File: config.mk
export PLATFORM = sky130hd
export DESIGN_NAME = lfsr_engine
export DESIGN_NICKNAME = d
export VERILOG_FILES = /design/src/rtl/lfsr_engine.sv
export SDC_FILE = /design/constraint.sdc
export NUM_CORES = 1
export LEC_CHECK = 0
export BUFFER_PORTS_ARGS = -buffer_cell sky130_fd_sc_hd__buf_2
export CAP_MARGIN = 20
export CORE_MARGIN = 2
export CORE_UTILIZATION = 30
export DETAILED_ROUTE_END_ITERATION = 7
export PLACE_DENSITY_LB_ADDON = 0.08
export SYNTH_ARGS = -nofsm -noshare
export SYNTH_HDL_FRONTEND = slang
export SYNTH_SLANG_ARGS = --single-unit
File: constraint.sdc
create_clock -name clk -period 2.1 [get_ports clk]
set_input_delay 0.21 -clock clk [delete_from_list [all_inputs] [get_ports clk]]
set_output_delay 0.21 -clock clk [all_outputs]
set_load 0.01 [all_outputs]
File: src/rtl/lfsr_engine.sv
// Runtime-configurable Fibonacci/Galois LFSR with valid/ready config loading and lock-up detection.
// Optional period measurement is built only when LFSR_PERIOD_EN is defined.
module lfsr_engine #(
    parameter int               WIDTH        = 10,
    parameter logic [WIDTH-1:0] DEFAULT_POLY = 10'b1001000000,
    parameter logic [WIDTH-1:0] DEFAULT_SEED = 10'b1000000000
) (
    input  logic             clk,
    input  logic             rst_n,
    input  logic             cfg_valid,
    output logic             cfg_ready,
    input  logic [WIDTH-1:0] cfg_poly,
    input  logic [WIDTH-1:0] cfg_seed,
    input  logic             cfg_galois,
    output logic             cfg_err,
    input  logic             en,
    output logic [WIDTH-1:0] state,
    output logic             out_bit,
    output logic             lockup,
    output logic             period_wrap,
    output logic [WIDTH-1:0] period_len
);

    // state  | meaning
    // IDLE   | en low, register holds
    // RUN    | stepping once per clock
    // LOCKED | register is all-zero, only a valid config leaves
    typedef enum logic [1:0] {
        IDLE   = 2'd0,
        RUN    = 2'd1,
        LOCKED = 2'd2
    } fsm_t;

    fsm_t             fsm_q, fsm_d;
    logic [WIDTH-1:0] state_q, poly_q, seed_q, next_state;
    logic             galois_q, err_q;
    logic             accept, load, step, next_zero;

    assign cfg_ready = !en || (fsm_q == LOCKED);
    assign accept    = cfg_valid && cfg_ready;
    assign load      = accept && (|cfg_seed);
    assign step      = en && (fsm_q != LOCKED) && !accept;

    always_comb begin
        if (galois_q)
            next_state = {state_q[WIDTH-2:0], 1'b0} ^ (state_q[WIDTH-1] ? poly_q : '0);
        else
            next_state = {state_q[WIDTH-2:0], ^(poly_q & state_q)};
    end

    assign next_zero = (next_state == '0);

    always_comb begin
        fsm_d = fsm_q;
        case (fsm_q)
            IDLE: begin
                if (load)
                    fsm_d = IDLE;
                else if (step)
                    fsm_d = next_zero ? LOCKED : RUN;
            end
            RUN: begin
                if (load || !en)
                    fsm_d = IDLE;
                else if (next_zero)
                    fsm_d = LOCKED;
            end
            LOCKED: begin
                if (load)
                    fsm_d = IDLE;
            end
            default: fsm_d = IDLE;
        endcase
    end

    always_ff @(posedge clk or negedge rst_n) begin
        if (!rst_n) begin
            fsm_q    <= IDLE;
            state_q  <= DEFAULT_SEED;
            poly_q   <= DEFAULT_POLY;
            seed_q   <= DEFAULT_SEED;
            galois_q <= 1'b0;
            err_q    <= 1'b0;
        end else begin
            fsm_q <= fsm_d;
            err_q <= accept && !(|cfg_seed);
            if (load) begin
                state_q  <= cfg_seed;
                poly_q   <= cfg_poly;
                seed_q   <= cfg_seed;
                galois_q <= cfg_galois;
            end else if (step) begin
                state_q <= next_state;
            end
        end
    end

`ifdef LFSR_PERIOD_EN
    logic [WIDTH-1:0] cnt_q, len_q;
    logic             wrap_q;

    // Length is counted in steps, so the wrapping step itself is included.
    always_ff @(posedge clk or negedge rst_n) begin
        if (!rst_n) begin
            cnt_q  <= '0;
            len_q  <= '0;
            wrap_q <= 1'b0;
        end else begin
            wrap_q <= 1'b0;
            if (load) begin
                cnt_q <= '0;
                len_q <= '0;
            end else if (step) begin
                if (next_state == seed_q) begin
                    wrap_q <= 1'b1;
                    len_q  <= cnt_q + 1'b1;
                    cnt_q  <= '0;
                end else begin
                    cnt_q <= cnt_q + 1'b1;
                end
            end
        end
    end

    assign period_wrap = wrap_q;
    assign period_len  = len_q;
`else
    assign period_wrap = 1'b0;
    assign period_len  = '0;
`endif

    assign state   = state_q;
    assign out_bit = state_q[WIDTH-1];
    assign lockup  = (fsm_q == LOCKED);
    assign cfg_err = err_q;

endmodule

==> impl_results.md, run 1 <==
- HP Class: input port to flop
- Async set-reset flop share out of synthesis: 100.0%
- Maxcap violations: 0
- Fillers: 539
- PnR worst setup slack: 0.3453 ns
- Antenna Nets Post-Route: 0
- H-tree levels: 1
- Initial Util: 30.74%
- Mapped Area: 0.001550 sq mm
- Post-CTS setup buffers: 0
- Status: complete, no violations
- Drt drc: 0
- Seq pwr share: 41.5%
- Routed Wire Length: 4070 um
- CP Launch Type: flop
- CTS Buffer Depth: 2
- Cell with the most instances after synthesis: nand2_1
- CORE AREA: 0.005042 sq mm
- Top cells by instance count after synthesis: 24 x nand2_1, 21 x dfrtp_1, 17 x nor2_1
- Initial drt markers: 68
- Switch share: 37.59%
- Gr ovfl total: 0
- Hold-fix buffers, CTS: 1
- Ys Warns: 0
- Critical path cell sequence: nand2_2, xnor2_2, xnor3_1, xnor2_1, nand2_1, a31o_1
- CTS tree: built
- IO Port Bufs: 38
- Logic pwr share: 40.8%
- Crit-path max cell delay: 0.59 ns
- Placer's final routability congestion estimate: 0.7859
- RSZ-0062 raised after global routing: no
- Top cell type's share of synthesized area: 33.90%
- Placed cell count: 269
- Via count: 1,295
- Worst EP required: 2.26 ns
- Vias in the first global route: 1,317
- Pin count of the biggest net entering global routing: 25
- Final setup fails: 0
- Crit share post-route: 83.56%
- Synth-to-Final Area Change: 19.45%
- CTS sink count: 24
- Die X-Extent: 75.89 um
- Pint: 1043 uW
- Post-synth EDFFs: 0
- Syn avg cell area: 9.689 sq um
- Slew @ Worst Pin: 0.5995 ns
- Worst-skew pair later-pin latency: 0.27 ns
- Clk root buf: clkbuf_8
- First-pass GRT wire length: 6672 um
- FP Rows: 26
- Power, Total: 1671 uW
- Post-synth top flop: dfrtp_1
- Initial antenna violation count: 0
- PD cells: 902.1 mW/mm^2
- Synth area leaders: dfrtp_1 34%, mux2_2 7.3%, xor2_1 6.2%
- Antenna diodes: 0
- I/O pin total: 50
- Psw: 627.9 uW
- Slew Viols, Final: 0
- Peak VDD IR: 0.3925 mV
- Reg clk slew, reported paths: 0.09 ns
- Clock skew: 0.007186 ns
- Inserted Clock Buffers: 3
- Pre-Repair DR Iteration Count: 4
- CP max FO: 6
- Average wire per standard cell: 14.85 um
- CP arrival: 1.92 ns
- Post-synthesis register bit count: 24
- Hold violation total from the final report: 0
- Via density per instance: 4.726
- Yosys top cell by area: dfrtp_1
- Slew headroom: 60.04%
- Clock power frac: 17.7%
- Share of layout cells above drive strength 1: 33.82%
- Pre-CTS setup slack: 0.2986 ns
- Synth Instances: 160
- Post-CTS sizing: 0
- Distinct cell type count after synthesis: 37
- Leak: 0.0008309 uW
- Gr usage total: 15.46%
- Setup crit end kind: flop
- Finished Layout Cells: 274
- Setup CP Type: flop to flop
- Max Fclk: 569.9 MHz
- Die Footprint: 0.005759 sq mm
- Tmin final: 1.755 ns
- Post-synthesis sequential area ratio: 38.98%
- CP max-delay cell: dfstp_2
- Post-DP HPWL: 3110 um
- Final Net Count: 230
- Die height: 75.89 um
- Final setup TNS: 0 ns
[final cells by class]
| class | count | area (sq um) | area share (%) |
|---|---|---|---|
| Clock buffer | 4 | 45.04 | 2.432 |
| Timing Repair Buffer | 46 | 252.7 | 13.65 |
| Sequential cell | 24 | 604.3 | 32.64 |
| Inverter | 3 | 13.76 | 0.7432 |
| Multi-Input combinational cell | 127 | 848.3 | 45.81 |
| Tap cell | 70 | 87.58 | 4.730 |
[critical path: cells and delay by family (launching register included)]
family | cells | cell delay (ns)
xor gates and xnor gates | 3 | 0.71
DFF | 1 | 0.59
AOI/OAI and AO/OA | 1 | 0.18
and+or+nand+nor | 2 | 0.17
[power groups by stage]
stage | clock network [uW] | logic (uW) | registers, uW
4_1_cts | 304 | 692 | 695
3_5_place_dp | 0 | 688 | 703
6_report | 295 | 682 | 694
5_1_grt | 327 | 765 | 717
2_1_floorplan | 0 | 470 | 704
3_3_place_gp | 0 | 691 | 697
[placed cells by master (no fill, tap or decap), drive strengths merged, types with 2 or more instances in the layout]
cell / netlist / final
dfstp: 3 / 3
a221o: 5 / 5
nor4: 2 / 2
o21ai: 2 / 2
dfrtp: 21 / 21
nand2: 26 / 26
nor2: 18 / 18
a31oi: 5 / 5
nor4bb: 3 / 3
a21oi: 5 / 5
nand2b: 2 / 2
nand3: 2 / 2
inv: 3 / 3
xor2: 11 / 11
clkbuf: 1 / 4
o32ai: 4 / 4
mux2: 10 / 10
buf: 15 / 45
xnor2: 9 / 9
a221oi: 4 / 4
and2: 2 / 2
conb: 1 / 11
[cells by family after synthesis]
group / count (synthesis) / synth area share [%]
AOI/OAI and AO/OA: 28 / 13.56
xor gates and xnor gates: 21 / 13.24
buffers and inverters: 19 / 8.717
DFF: 24 / 38.98
muxes: 10 / 7.264
other: 1 / 0.2419
and+or+nand+nor: 57 / 18.00
[sequential cells by signal (all words and copies together), names as in the netlist]
register	count
galois_q	1
fsm_q	2
state	10
cfg_err	1
poly_q	10
[worst paths after layout]
check,startpoint,cells past startpoint,endpoint,slack [ns]
worst max-delay path,poly_q[9]$_DFFE_PN1P_,6,fsm_q[1]$_DFFE_PN0P_,0.35
worst min-delay path,cfg_galois,3,galois_q$_DFFE_PN0P_,0.14
worst max register to register,poly_q[9]$_DFFE_PN1P_,6,fsm_q[1]$_DFFE_PN0P_,0.35
worst min register to register,poly_q[7]$_DFFE_PN0P_,1,poly_q[7]$_DFFE_PN0P_,0.56
max in group asynchronous,rst_n,2,poly_q[0]$_DFFE_PN0P_,1.23
min in group asynchronous,rst_n,2,state[8]$_DFFE_PN0P_,0.47
[stage by stage]
| stage | area, sq um | utilization (%) | hold WS (ns) |
|---|---|---|---|
| 2_1_floorplan | 1588 | - | -0.08559 |
| 3_3_place_gp | 1797 | 35.63 | 0.2492 |
| 3_5_place_dp | 1797 | 35.63 | 0.2568 |
| 4_1_cts | 1852 | 36.72 | 0.1356 |
| 5_1_grt | 1852 | 36.72 | 0.1588 |
| 6_report | 1852 | 36.72 | 0.1382 |
[routing by layer]
metal / part of all wire (%) / up-vias / wire [um] / GRT usage [%]
met4: 0.59 / 0 / 24 / 3.509
met2: 51 / 21 / 2072 / 26.92
met3: 3.8 / 4 / 153 / 2.116
met1: 45 / 643 / 1819 / 20.28
li1: - / 627 / - / -
met5: 0 / - / 0 / 0
Power figures use the tool's default switching activity.
==> inputs of run 2 (changes only) <==
- ABC_AREA: default -> 1
- clock period: 2.1 -> 1.52 ns (I/O delays scaled with it)
==> impl_results.md, run 2 <==
- Slew Viols, Final: 0
- Post-synth EDFFs: 0
- Clk root buf: clkbuf_8
- Worst EP required: 1.69 ns
- Synth Instances: 210
- CP Launch Type: flop
- Leak: 0.001217 uW
- H-tree levels: 1
- Commonest cells after routing, fill and taps aside: 68 x nand2_1, 38 x buf_2, 28 x buf_4
- Initial drt markers: 40
- CP max FO: 4
- CTS Buffer Depth: 2
- Initial Util: 30.58%
- Drt drc: 0
- Max Fclk: 639.0 MHz
- Slew @ Worst Pin: 0.5637 ns
- Commonest non-fill, non-tap cell in the layout: nand2_1
- Via count: 1,500
- Placer's final routability congestion estimate: 0.7192
- Die height: 78.23 um
- Crit share post-route: 103.0%
- CTS tree: built
- Routed Wire Length: 4149 um
- Yosys top cell by area: dfrtp_1
- Vias in the first global route: 1,428
- Top cells by instance count after synthesis: 76 x nand2_1, 26 x nand3_1, 22 x inv_1
- Post-synth top flop: dfrtp_1
- Average wire per standard cell: 11.79 um
- Clock skew: 0.001982 ns
- FP Rows: 27
- WHS Path Cells: 2
- R2R depth: 11
- Maxcap violations: 0
- Final setup fails: 3
- CORE AREA: 0.005405 sq mm
- Via density per instance: 4.261
- Inserted Clock Buffers: 3
- Gr ovfl total: 0
- First-pass GRT wire length: 6900 um
- Die Footprint: 0.006119 sq mm
- Synth-to-Final Area Change: 37.62%
- RSZ-0062 raised after global routing: yes
- Reg clk slew, reported paths: 0.09 ns
- Antenna diodes: 0
- Worst-skew pair later-pin latency: 0.27 ns
- HP Class: input port to flop
- Post-synthesis register bit count: 24
- Gr usage total: 14.55%
- Post-synthesis sequential area ratio: 36.56%
- Setup crit end kind: flop
- Ys Warns: 0
- Syn avg cell area: 7.871 sq um
- Cell with the most instances after synthesis: nand2_1
- Async set-reset flop share out of synthesis: 100.0%
- Pin count of the biggest net entering global routing: 25
- I/O pin total: 50
- Distinct cell type count after synthesis: 25
- Share of layout cells above drive strength 1: 42.14%
- Final Net Count: 306
- Power, Total: 2619 uW
- Top cell type's share of synthesized area: 31.79%
- PnR worst setup slack: -0.04487 ns
- Antenna Nets Post-Route: 0
- Status: finished, violations left
- IO Port Bufs: 38
- CTS sink count: 24
- PD cells: 1151 mW/mm^2
- Setup CP Type: flop to flop
- Tmin final: 1.565 ns
- Hold violation total from the final report: 0
- Failing checks: negative setup slack
- Initial antenna violation count: 0
- Mapped Area: 0.001653 sq mm
- Die X-Extent: 78.23 um
- Slew headroom: 62.42%
- Peak VDD IR: 0.4972 mV
- Worst hold slack: 0.1048 ns
- CP arrival: 1.74 ns
- Post-DP HPWL: 3245 um
- Pre-Repair DR Iteration Count: 4
- Synth area leaders: dfrtp_1 32%, nand2_1 17%, nand3_1 7.9%
[run 2: cell count changes after synthesis, moves of 4 or more]
| cell | change |
|---|---|
| o32ai_1 | -4 |
| xor2_1 | -8 |
| o211ai_1 | +9 |
| xnor2_1 | -5 |
| mux2_4 | +7 |
| nor2_1 | -10 |
| nand2_1 | +52 |
| mux2_2 | -7 |
| nand3_1 | +24 |
| inv_1 | +20 |
| a221oi_1 | -4 |
| a21oi_1 | -4 |
| a221o_1 | -5 |
| a31oi_1 | -5 |
[run 2: cell type report]
class                      instances  area, sq um
fill                             594         3131
multi-input combinational        153        933.4
sequential                        24        604.3
timing repair buffer              73        495.5
inverter                          25        98.84
tap                               72        90.09
clock buffer                       4        45.04
timing repair inverter             1        7.507
[run 2: worst paths after layout]
path	to	start	slack, ns
max	fsm_q[0]$_DFFE_PN0P_	state[9]$_DFFE_PN1P_	-0.04
min	poly_q[9]$_DFFE_PN1P_	cfg_poly[9]	0.10
max reg2reg	fsm_q[0]$_DFFE_PN0P_	state[9]$_DFFE_PN1P_	-0.04
min reg2reg	fsm_q[0]$_DFFE_PN0P_	fsm_q[1]$_DFFE_PN0P_	0.55
max in group asynchronous	state[9]$_DFFE_PN1P_	rst_n	0.74
min in group asynchronous	state[7]$_DFFE_PN0P_	rst_n	0.40
[run 2: cells by family (layout without fill, tap and decap cells)]
kind of cell,count (synthesis),in the layout,share of synthesized area (%)
AO/OA/AOI/OAI,10,10,4.390
XOR/XNOR,6,6,3.180
buffers and inverters,43,103,14.53
flip-flops,24,24,36.56
multiplexers,10,10,8.403
other,1,11,0.2269
AND/OR/NAND/NOR,116,116,32.70
[run 2: power breakdown]
part | switching (uW) | leakage (uW) | total [uW] | internal, uW
clock network | 212 | 0.0000228 | 400 | 188
logic | 684 | 0.000911 | 1320 | 637
registers | 126 | 0.000284 | 899 | 773
total | 1020 | 0.00122 | 2620 | 1600
[run 2: worst max-delay path, cell delays in order (launching register included)]
cell        delay (ns)
dfstp_2           0.57
nand2_4           0.08
clkinvlp_4        0.12
nand2_2           0.07
xor2_2            0.16
nand2_1           0.07
inv_1             0.07
nand2_1           0.06
nor2_2            0.11
nand3_1           0.08
nand2_1           0.06
inv_1             0.03
[run 2: per-stage QoR]
step / setup TNS (ns) / cell area, sq um / utilization [%] / cells / worst slack (ns)
floorplan: -0.002674 / 1700 / - / 220 / -0.002674
global placement: -1.134 / 2062 / 38.15 / 339 / -0.1214
detailed placement: -0.9849 / 2062 / 38.15 / 339 / -0.1344
CTS: -0.08767 / 2195 / 40.60 / 347 / -0.04423
global route: -0.6211 / 2275 / 42.08 / 352 / -0.1708
finish: -0.05313 / 2275 / 42.08 / 352 / -0.04487
[run 2: routing by layer]
layer  vias to the layer above  global-route usage [%]  wire [um]
li1                        781                       -          -
met1                       678                   20.76       2023
met2                        37                   23.28       1950
met3                         4                   1.609        132
met4                         0                   4.211         42
met5                         -                       0          0
[run 2: timing repair]
item                                    CTS  global route
resized for setup                        15            12
setup buffers                             2             5
endpoints found under the setup margin   16            15
hold buffers                              1             0
cloned                                    1             0
hold endpoints to repair                 21             0
pin swaps                                 8             8
